## config.mk

```make
export PLATFORM = sky130hd
export DESIGN_NAME = boss_phase_scheduler_flat
export DESIGN_NICKNAME = d
export VERILOG_FILES = /design/src/rtl/boss_phase_scheduler_if.sv /design/src/rtl/boss_phase_scheduler.sv /design/src/flat_wrapper.sv
export SDC_FILE = /design/constraint.sdc
export NUM_CORES = 1
export LEC_CHECK = 0
export BUFFER_PORTS_ARGS = -buffer_cell sky130_fd_sc_hd__buf_2
export CORE_MARGIN = 8
export CORE_UTILIZATION = 40
export DETAILED_ROUTE_END_ITERATION = 12
export MAX_ROUTING_LAYER = met4
export PLACE_DENSITY = 0.68
export SETUP_SLACK_MARGIN = 0.02
export SKIP_CTS_REPAIR_TIMING = 1
export SLEW_MARGIN = 15
export SYNTH_ARGS = -nofsm -noshare
export SYNTH_HDL_FRONTEND = slang
export SYNTH_SLANG_ARGS = --single-unit
```

## constraint.sdc

```tcl
create_clock -name clk_master -period 2.2 [get_ports clk_master]
set_input_delay 0.22 -clock clk_master [delete_from_list [all_inputs] [get_ports clk_master]]
set_output_delay 0.22 -clock clk_master [all_outputs]
set_load 0.03 [all_outputs]
```

## src/rtl/boss_phase_scheduler_if.sv

```systemverilog
// Signal bundle between the boss phase scheduler and the boss attack engine.
// The scheduler sits on the slave modport; the game/engine side uses master.
interface boss_phase_scheduler_if;
    logic        pulse_frame;
    logic        game_start;
    logic        pause;
    logic [9:0]  bossHP;
    logic        pulse_cycleStep;
    logic [31:0] delay;
    logic        boss_rst;
    logic [1:0]  phase;
    logic        running;
    logic        game_won;
    logic [7:0]  step_count;

    modport master (
        output pulse_frame, game_start, pause, bossHP,
        input  pulse_cycleStep, delay, boss_rst, phase, running, game_won, step_count
    );

    modport slave (
        input  pulse_frame, game_start, pause, bossHP,
        output pulse_cycleStep, delay, boss_rst, phase, running, game_won, step_count
    );
endinterface

```

## src/rtl/boss_phase_scheduler.sv

```systemverilog
// Round flow (IDLE / LEADIN / RUN / WON) and frame-to-step pacing for the boss
// attack engine; picks step rate and beam wind-up delay from an HP-derived phase.
//
// state    | meaning
// ---------+-----------------------------------------------------------
// S_IDLE   | power-up, waiting for game_start
// S_LEADIN | round started, counting lead-in frames before the attack
// S_RUN    | attack running, issuing step pulses, tracking phase
// S_WON    | boss HP reached 0, waiting for game_start to replay
module boss_phase_scheduler #(
    parameter int          BOSS_HP        = 540,
    parameter int          PHASE2_HP      = 360,
    parameter int          PHASE3_HP      = 180,
    parameter int          LEADIN_FRAMES  = 120,
    parameter int          STEP_FRAMES_P0 = 90,
    parameter int          STEP_FRAMES_P1 = 60,
    parameter int          STEP_FRAMES_P2 = 40,
    parameter int unsigned DELAY_P0       = 50_000_000,
    parameter int unsigned DELAY_P1       = 35_000_000,
    parameter int unsigned DELAY_P2       = 25_000_000
) (
    input  logic                     clk_master,
    input  logic                     rst,
    boss_phase_scheduler_if.slave    bus
);

    typedef enum logic [1:0] {
        S_IDLE   = 2'd0,
        S_LEADIN = 2'd1,
        S_RUN    = 2'd2,
        S_WON    = 2'd3
    } state_t;

    localparam logic [9:0]  HP_FULL     = 10'(BOSS_HP);
    localparam logic [9:0]  HP_PH2      = 10'(PHASE2_HP);
    localparam logic [9:0]  HP_PH3      = 10'(PHASE3_HP);
    localparam logic [7:0]  LEADIN_LAST = 8'(LEADIN_FRAMES - 1);
    localparam logic [7:0]  STEP_LAST0  = 8'(STEP_FRAMES_P0 - 1);
    localparam logic [7:0]  STEP_LAST1  = 8'(STEP_FRAMES_P1 - 1);
    localparam logic [7:0]  STEP_LAST2  = 8'(STEP_FRAMES_P2 - 1);
    localparam logic [31:0] DLY0        = 32'(DELAY_P0);
    localparam logic [31:0] DLY1        = 32'(DELAY_P1);
    localparam logic [31:0] DLY2        = 32'(DELAY_P2);

    state_t      r_state, w_state_nxt;
    logic [7:0]  r_frame_cnt, w_frame_cnt_nxt;
    logic        r_pulse, w_pulse_nxt;
    logic        r_boss_rst, w_boss_rst_nxt;
    logic [1:0]  r_phase, w_phase_nxt;
    logic [31:0] r_delay, w_delay_nxt;
    logic [7:0]  r_step_count, w_step_count_nxt;
    logic        r_running, r_game_won;

    logic [9:0]  w_hp;
    logic [1:0]  w_target;
    logic [1:0]  w_phase_run;
    logic [7:0]  w_step_last;
    logic        w_frame_ok;

    function automatic logic [31:0] delay_of(input logic [1:0] p);
        case (p)
            2'd0:    return DLY0;
            2'd1:    return DLY1;
            default: return DLY2;
        endcase
    endfunction

    // HP readings above full scale are treated as full HP.
    assign w_hp       = (bus.bossHP > HP_FULL) ? HP_FULL : bus.bossHP;
    assign w_frame_ok = bus.pulse_frame & ~bus.pause;

    always_comb begin
        w_target = 2'd2;
        if (w_hp > HP_PH2) begin
            w_target = 2'd0;
        end else if (w_hp > HP_PH3) begin
            w_target = 2'd1;
        end
    end

    assign w_phase_run = (w_target > r_phase) ? w_target : r_phase;

    // Step length follows the phase in force before this edge; >= keeps a
    // partially elapsed step from being lost when the phase shortens it.
    always_comb begin
        case (r_phase)
            2'd0:    w_step_last = STEP_LAST0;
            2'd1:    w_step_last = STEP_LAST1;
            default: w_step_last = STEP_LAST2;
        endcase
    end

    always_ff @(posedge clk_master or posedge rst) begin
        if (rst) begin
            r_state      <= S_IDLE;
            r_frame_cnt  <= 8'd0;
            r_pulse      <= 1'b0;
            r_boss_rst   <= 1'b0;
            r_phase      <= 2'd0;
            r_delay      <= DLY0;
            r_step_count <= 8'd0;
            r_running    <= 1'b0;
            r_game_won   <= 1'b0;
        end else begin
            r_state      <= w_state_nxt;
            r_frame_cnt  <= w_frame_cnt_nxt;
            r_pulse      <= w_pulse_nxt;
            r_boss_rst   <= w_boss_rst_nxt;
            r_phase      <= w_phase_nxt;
            r_delay      <= w_delay_nxt;
            r_step_count <= w_step_count_nxt;
            r_running    <= (w_state_nxt == S_RUN);
            r_game_won   <= (w_state_nxt == S_WON);
        end
    end

    always_comb begin
        w_state_nxt      = r_state;
        w_frame_cnt_nxt  = r_frame_cnt;
        w_pulse_nxt      = 1'b0;
        w_boss_rst_nxt   = 1'b0;
        w_phase_nxt      = r_phase;
        w_delay_nxt      = r_delay;
        w_step_count_nxt = r_step_count;

        case (r_state)
            S_IDLE, S_WON: begin
                if (bus.game_start) begin
                    w_state_nxt      = S_LEADIN;
                    w_boss_rst_nxt   = 1'b1;
                    w_frame_cnt_nxt  = 8'd0;
                    w_step_count_nxt = 8'd0;
                    w_phase_nxt      = 2'd0;
                    w_delay_nxt      = DLY0;
                end
            end
            // HP is ignored here: the engine restores it only after boss_rst.
            S_LEADIN: begin
                if (w_frame_ok) begin
                    if (r_frame_cnt >= LEADIN_LAST) begin
                        w_state_nxt     = S_RUN;
                        w_frame_cnt_nxt = 8'd0;
                    end else begin
                        w_frame_cnt_nxt = r_frame_cnt + 8'd1;
                    end
                end
            end
            S_RUN: begin
                w_phase_nxt = w_phase_run;
                w_delay_nxt = delay_of(w_phase_run);
                if (bus.bossHP == 10'd0) begin
                    w_state_nxt = S_WON;
                end else if (w_frame_ok) begin
                    if (r_frame_cnt >= w_step_last) begin
                        w_pulse_nxt      = 1'b1;
                        w_frame_cnt_nxt  = 8'd0;
                        w_step_count_nxt = r_step_count + 8'd1;
                    end else begin
                        w_frame_cnt_nxt = r_frame_cnt + 8'd1;
                    end
                end
            end
            default: w_state_nxt = S_IDLE;
        endcase
    end

    assign bus.pulse_cycleStep = r_pulse;
    assign bus.boss_rst        = r_boss_rst;
    assign bus.phase           = r_phase;
    assign bus.delay           = r_delay;
    assign bus.running         = r_running;
    assign bus.game_won        = r_game_won;
    assign bus.step_count      = r_step_count;

endmodule
```

## src/flat_wrapper.sv

```systemverilog
// flat-port wrapper written by rule: the top's interface ports become plain ports
module boss_phase_scheduler_flat 
#(
    parameter int          BOSS_HP        = 540,
    parameter int          PHASE2_HP      = 360,
    parameter int          PHASE3_HP      = 180,
    parameter int          LEADIN_FRAMES  = 120,
    parameter int          STEP_FRAMES_P0 = 90,
    parameter int          STEP_FRAMES_P1 = 60,
    parameter int          STEP_FRAMES_P2 = 40,
    parameter int unsigned DELAY_P0       = 50_000_000,
    parameter int unsigned DELAY_P1       = 35_000_000,
    parameter int unsigned DELAY_P2       = 25_000_000
)
  (clk_master, rst, bus_pulse_frame, bus_game_start, bus_pause, bus_bossHP, bus_pulse_cycleStep, bus_delay, bus_boss_rst, bus_phase, bus_running, bus_game_won, bus_step_count);
  boss_phase_scheduler_if bus_i ();
  input  logic clk_master;
  input  logic rst;
  input wire logic [$bits(bus_i.pulse_frame)-1:0] bus_pulse_frame;
  input wire logic [$bits(bus_i.game_start)-1:0] bus_game_start;
  input wire logic [$bits(bus_i.pause)-1:0] bus_pause;
  input wire logic [$bits(bus_i.bossHP)-1:0] bus_bossHP;
  output wire logic [$bits(bus_i.pulse_cycleStep)-1:0] bus_pulse_cycleStep;
  output wire logic [$bits(bus_i.delay)-1:0] bus_delay;
  output wire logic [$bits(bus_i.boss_rst)-1:0] bus_boss_rst;
  output wire logic [$bits(bus_i.phase)-1:0] bus_phase;
  output wire logic [$bits(bus_i.running)-1:0] bus_running;
  output wire logic [$bits(bus_i.game_won)-1:0] bus_game_won;
  output wire logic [$bits(bus_i.step_count)-1:0] bus_step_count;
  assign bus_i.pulse_frame = bus_pulse_frame;
  assign bus_i.game_start = bus_game_start;
  assign bus_i.pause = bus_pause;
  assign bus_i.bossHP = bus_bossHP;
  assign bus_pulse_cycleStep = bus_i.pulse_cycleStep;
  assign bus_delay = bus_i.delay;
  assign bus_boss_rst = bus_i.boss_rst;
  assign bus_phase = bus_i.phase;
  assign bus_running = bus_i.running;
  assign bus_game_won = bus_i.game_won;
  assign bus_step_count = bus_i.step_count;
  boss_phase_scheduler #(.BOSS_HP(BOSS_HP), .PHASE2_HP(PHASE2_HP), .PHASE3_HP(PHASE3_HP), .LEADIN_FRAMES(LEADIN_FRAMES), .STEP_FRAMES_P0(STEP_FRAMES_P0), .STEP_FRAMES_P1(STEP_FRAMES_P1), .STEP_FRAMES_P2(STEP_FRAMES_P2), .DELAY_P0(DELAY_P0), .DELAY_P1(DELAY_P1), .DELAY_P2(DELAY_P2)) u_core (.clk_master(clk_master), .rst(rst), .bus(bus_i));
endmodule
```

# After elaboration in Yosys (flattened, before gate mapping)
# Cells that the tools add are included.
# totals
register_bits	56
wordCells	72
output_inout_bits	46
inputBits	15
# op_classes
mux	32
n_addsub	2
n_reduce_logical	9
n_lt_le_gt_ge	6
n_bitwise	2
n_eq_ne	12
# op_table
operator	n
$mux 8	9
$pmux 32 s2	1
$pmux 26 s2	1
$mux 32	1
$pmux 8 s3	1
$add 8x1->8 const B	2
$mux 2	8
$pmux 8 s2	1
$pmux 7 s2	1
$gt 10x10->1 const B	1
$gt 10x8->1 const B	1
$gt 10x9->1 const B	1
$logic_not 10->1	1
$mux 10	1
$eq 2x2->1 const B	4
$ge 8x7->1	1
$ge 8x7->1 const B	1
$eq 2x1->1 const B	3
$logic_not 2->1	3
$mux 1	6
$ne 2x1->1 const B	3
$pmux 2 s3	1
$reduce_and 5->1	1
$ne 2x2->1 const B	2
other kinds (8)	8

# Depth between registers and ports, before layout
# depth
ltp_word	10
depth_mapped	11
depth_no_buf	11

# Worst setup path before layout
# Ideal clock, no wire load.
# synth_path
kind	in2reg
start	input bus_bossHP[2]
end	register u_core.r_delay[22], in the netlist u_core.bus.delay[22]
required_ns	2.123
setup_time_ns	0.077
setup_slack_ns	-0.191
cell_stages	10
arrival_time_ns	2.314
path_buffers	0
cell_sequence	o31a_1 o2111ai_1 nor3b_1 nand2_1 ha_1 inv_1 o22a_1 or3b_2 o21ai_0 o21ba_2
# synth_via
elab_chain_len	10
word_cells_on_any_way	12
classes_between	order compare (4); eq/ne (1); mux (6); reduce/logical (1)
# synth_rtl
item	line	rtl
start: declaration	flat_wrapper.sv:22	input wire logic [$bits(bus_i.bossHP)-1:0] bus_bossHP;
$gt 10x10->1	boss_phase_scheduler.sv:69	assign w_hp = (bus.bossHP > HP_FULL) ? HP_FULL : bus.bossHP;
$mux 10 *	boss_phase_scheduler.sv:69	
$gt 10x8->1	boss_phase_scheduler.sv:76	end else if (w_hp > HP_PH3) begin
$mux 2	boss_phase_scheduler.sv:76	
$mux 2 *	boss_phase_scheduler.sv:74	if (w_hp > HP_PH2) begin
$gt 2x2->1	boss_phase_scheduler.sv:81	assign w_phase_run = (w_target > r_phase) ? w_target : r_phase;
$mux 2 *	boss_phase_scheduler.sv:81	
$eq 2x1->1 or $logic_not 2->1 (tied branches)	boss_phase_scheduler.sv:61	case (p)
$pmux 26 s2 *	boss_phase_scheduler.sv:61	
$pmux 32 s2 *	boss_phase_scheduler.sv:126	case (r_state)
end signal: assignment	boss_phase_scheduler.sv:110	r_delay <= w_delay_nxt;
end: declaration	boss_phase_scheduler.sv:50	logic [31:0] r_delay, w_delay_nxt;
# Mark *: on every way between the ends. The rest lies on a longest branch, timed or not.
# A chain may end at the register's enable or synchronous reset.

# Worst setup path after layout
# layout_path
start	register u_core.r_phase[1], in the netlist u_core.bus.phase[1]
end	register u_core.r_step_count[1], in the netlist u_core.bus.step_count[1]
# layout_via
elab_chain_len	5
word_cells_on_any_way	6
classes_between	order compare (1); eq/ne (2); mux (1); reduce/logical (2)
# layout_rtl
item	line	rtl
start: declaration	boss_phase_scheduler.sv:49	logic [1:0] r_phase, w_phase_nxt;
start signal: assignment	boss_phase_scheduler.sv:109	r_phase <= w_phase_nxt;
$eq 2x1->1 or $logic_not 2->1 (tied branches)	boss_phase_scheduler.sv:86	case (r_phase)
$pmux 7 s2 *	boss_phase_scheduler.sv:86	
$ge 8x7->1 *	boss_phase_scheduler.sv:154	if (r_frame_cnt >= w_step_last) begin
$ne 2x1->1 (no line) *	-	
$reduce_and 5->1 (no line) *	-	
end signal: assignment	boss_phase_scheduler.sv:111	r_step_count <= w_step_count_nxt;
end: declaration	boss_phase_scheduler.sv:51	logic [7:0] r_step_count, w_step_count_nxt;
# Marked as above.

==> impl_results.md <==
- Cell type contributing the most total cell area after synthesis: sky130_fd_sc_hd__dfrtp_1
- Category of the worst setup path launch point: flip-flop
- Antenna Cells: 0
- Skew-Pair Late Insertion Delay: 0.28 ns
- Clock-pin slew on the worst setup and hold paths: 0.07 ns
- Worst Reg-to-Reg Cells: 10
- Unique cell type count in the Yosys netlist: 62
- Routed Wire Length: 5352 um
- Design area: 2815 um^2
- Synthesis-stage register bit count: 30
- Share of cells above drive strength 1: 39.37%
- Area after DPL: 2616 um^2
- Residual DRC count: 0
- Most used cells in the layout excluding fill and tap cells: sky130_fd_sc_hd__buf_2 (46), sky130_fd_sc_hd__buf_4 (31), sky130_fd_sc_hd__dfrtp_1 (25), sky130_fd_sc_hd__nand2_1 (16)
- Number of levels in the clock H-tree: 2
- Static leakage: 1.329 nW
- Final worst hold slack: -0.004869 ns
- Floorplan die height: 90.93 um
- Vias: 2004
- Sequence of cells on the critical path: or2_4 > inv_4 > ha_4 > nor3_2 > buf_4 > a31oi_4 > buf_4 > nand3_1 > a22o_1 > a21o_1
- Relative slew slack: 67.16%
- Final number of setup-violating endpoints: 0
- Finished Layout Cells: 387
- Clk_skew: 0.005504 ns
- Placeable core region: 5473 um^2
- Worst-Margin Slew: 0.4888 ns
- Cell type of the slowest stage on the worst timing path: sky130_fd_sc_hd__dfrtp_2
- Clk Tree Root Cell: sky130_fd_sc_hd__clkbuf_8
- Setup crit end: u_core.bus.step_count[1]
- Global routing usage summed across all routing layers: 13.34%
- Vias in the first global route: 1933
- Max-capacitance violation count: 0
- TritonCTS Buffers: 5
- Min-delay worst type: input pin to async pin
- First-pass GRT wire length: 9073 um
- Fillcell total: 554
- Overall die area: 8268 um^2
- Synth-to-Final Area Change: 25.35%
- Fraction of synthesis flops using an asynchronous set or reset pin: 100.0%
- Final estimated routing congestion in global placement: 0.8005
- Critical Path Most Common Cell: sky130_fd_sc_hd__buf_4
- Post-DRT Antenna Nets: 0
- Number of sinks on the clock net: 30
- Number of buffer and inverter instances along the worst setup path: 3
- Synth top area cells: sky130_fd_sc_hd__dfrtp_1 (30%), sky130_fd_sc_hd__buf_4 (8.7%), sky130_fd_sc_hd__ha_1 (7.8%)
- TritonCTS clock tree: done
- Final hold violations: 2
- WL per Instance: 13.83 um
- Clock power share: 25.9%
- Beginning of the worst register-to-register path: u_core.bus.phase[1]
- Endpoint arrival time on the critical path: 2.33 ns
- Syn avg cell area: 9.093 um^2
- Initial cell density of the core: 41.04%
- Cell area after synthesis: 2246 um^2
- Internal: 1.142 mW
- Logic depth of the worst setup path including buffers: 10
- Critical R2R Capture: u_core.bus.step_count[1]
- Run status: finished, violations left
- Final layout net count: 343
- Peak VDD IR: 257.9 uV
- Switching power total: 0.6415 mW
- Top delay family on crit path: compound AO/OA/AOI/OAI gates
- Sw frac: 35.96%
- Grt total ovfl: 0
- Worst setup path startpoint: u_core.bus.phase[1]
- Power per standard cell area: 633.7 nW/um^2
- Num ports: 61
- Maximum fanout along the worst path: 4
- Minimum setup slack among reg-to-reg paths: 0.04 ns
- Period minus WS final: 2.156 ns
- Final period util: 97.99%
- Register area share after synthesis: 33.59%
- Violations in the final reports: negative hold slack
- IO Port Bufs: 46
- Gate power share: 38.9%
- Slew Limit Fails: 0
- Starting DRT DRC Count: 117
- Maximum count of clock buffers along a single path: 2
- Commonest non-fill, non-tap cell in the layout: sky130_fd_sc_hd__buf_2
- Detailed-routing iteration count for the pre-antenna-repair pass: 4
- Number of placed instances with taps included: 371
- Cell count after synthesis: 247
- Top achievable clock speed: 0.4639 GHz
- Maximum number of pins on one net before global-route repair: 31
- Most frequently used flop master after synthesis: sky130_fd_sc_hd__dfrtp_1
- Number of warnings printed during yosys synthesis: 0
- Number of enable-type register cells in the synthesized netlist: 0
- Worst Path Class, Setup: flip-flop to flip-flop
- Overall die width: 90.93 um
- Unrepaired setup endpoints after global routing: true
- Highest cell delay on the worst timing path: 0.42 ns
- Power after layout: 1.784 mW
- CP Capture Type: flip-flop
- Half-perimeter wire length after placement: 4122 um
- Via-to-Cell Ratio: 5.178
- Sequential power share: 35.2%
- Area fraction of the dominant cell type after synthesis: 30.08%
- Std-Cell Rows: 27
- Critical Path RT: 2.38 ns
- Initial antenna violation count: 0
- Setup TNS: 0 ns
-- worst register-to-register path, cell delays in order (launching register included) --
cell	delay, ns
sky130_fd_sc_hd__dfrtp_2	0.42
sky130_fd_sc_hd__or2_4	0.25
sky130_fd_sc_hd__inv_4	0.07
sky130_fd_sc_hd__ha_4	0.12
sky130_fd_sc_hd__nor3_2	0.03
sky130_fd_sc_hd__buf_4	0.15
sky130_fd_sc_hd__a31oi_4	0.23
sky130_fd_sc_hd__buf_4	0.15
sky130_fd_sc_hd__nand3_1	0.16
sky130_fd_sc_hd__a22o_1	0.29
sky130_fd_sc_hd__a21o_1	0.17
-- how the worst min path moves through the flow --
stage               cells past startpoint               endpoint  slack [ns]
floorplan                               1    u_core.bus.boss_rst        0.31
global placement                        3  u_core.r_frame_cnt[4]        0.32
detailed placement                      3  u_core.r_frame_cnt[3]        0.33
CTS                                     3  u_core.r_frame_cnt[4]        0.02
global route                            3  u_core.r_frame_cnt[5]        0.05
finish                                  3  u_core.r_frame_cnt[5]      -0.005
-- power by group through the flow --
stage	Sequential (mW)	Clock [mW]	Combinational, mW
6_report	0.628	0.462	0.694
5_1_grt	0.633	0.493	0.767
4_1_cts	0.628	0.481	0.652
3_5_place_dp	0.639	0	0.646
3_3_place_gp	0.637	0	0.636
2_1_floorplan	0.650	0	0.437
-- Yosys cell counts, drive strengths merged, types with 3 or more instances --
| cell type | instances |
|---|---|
| inv | 14 |
| and2 | 7 |
| a21o | 3 |
| dfrtp | 27 |
| o22a | 3 |
| xor2 | 6 |
| dfstp | 3 |
| nor3 | 7 |
| ha | 14 |
| buf | 27 |
| a31oi | 5 |
| a21oi | 17 |
| and3 | 3 |
| nand2b | 3 |
| o211ai | 3 |
| o21ai | 14 |
| a31o | 3 |
| or2 | 3 |
| nand4 | 5 |
| mux2i | 4 |
| clkbuf | 3 |
| nor2 | 7 |
| nand2 | 17 |
| or4 | 3 |
| nand3 | 12 |
-- sequential cells by signal, summed over array words and instances, names as in the netlist --
name and count:
u_core.r_frame_cnt 8, u_core.bus.boss_rst 1, u_core.bus.game_won 1, u_core.bus.running 1, u_core.bus.phase 2, u_core.bus.step_count 8, u_core.bus.delay 6, u_core.r_state 2
u_core.bus.pulse_cycleStep 1
-- per-layer routing --
layer  share of wire (%)  up-vias  track usage, %
met4                 1.6        0           5.457
met5                   0        -               -
met1                  46      955           16.44
met3                 4.0        6           2.634
met2                  48       54           20.92
li1                    -      989               -
-- cell type report --
| type | count | area [um^2] | share of cell area, % |
|---|---|---|---|
| Sequential cell | 30 | 757.0 | 26.89 |
| Tap cell | 72 | 90.09 | 3.200 |
| Inverter | 14 | 55.05 | 1.956 |
| Clock buffer | 7 | 86.33 | 3.067 |
| Multi-Input combinational cell | 185 | 1348 | 47.87 |
| Timing Repair Buffer | 78 | 474.2 | 16.84 |
| Clock inverter | 1 | 5.005 | 0.1778 |
-- through the flow --
step	utilization [%]	setup WS [ns]	hold slack (ns)
after floorplan	-	-0.002151	0.3084
after global placement	47.81	-0.08275	0.3207
after detailed placement	47.81	-0.1438	0.3291
after CTS	49.47	-0.02546	0.01786
after global routing	51.44	-0.04710	0.04796
final	51.44	0.04425	-0.004869
-- logic make-up after synthesis --
logic type	synth area share (%)
AND/OR/NAND/NOR	19.44
AO/OA/AOI/OAI	22.01
buffers and inverters	11.75
flip-flops	33.59
adder cells (fa/ha/maj)	7.800
XOR/XNOR	3.120
multiplexers	1.950
other	0.3344
(Power assumes the default switching activity.)
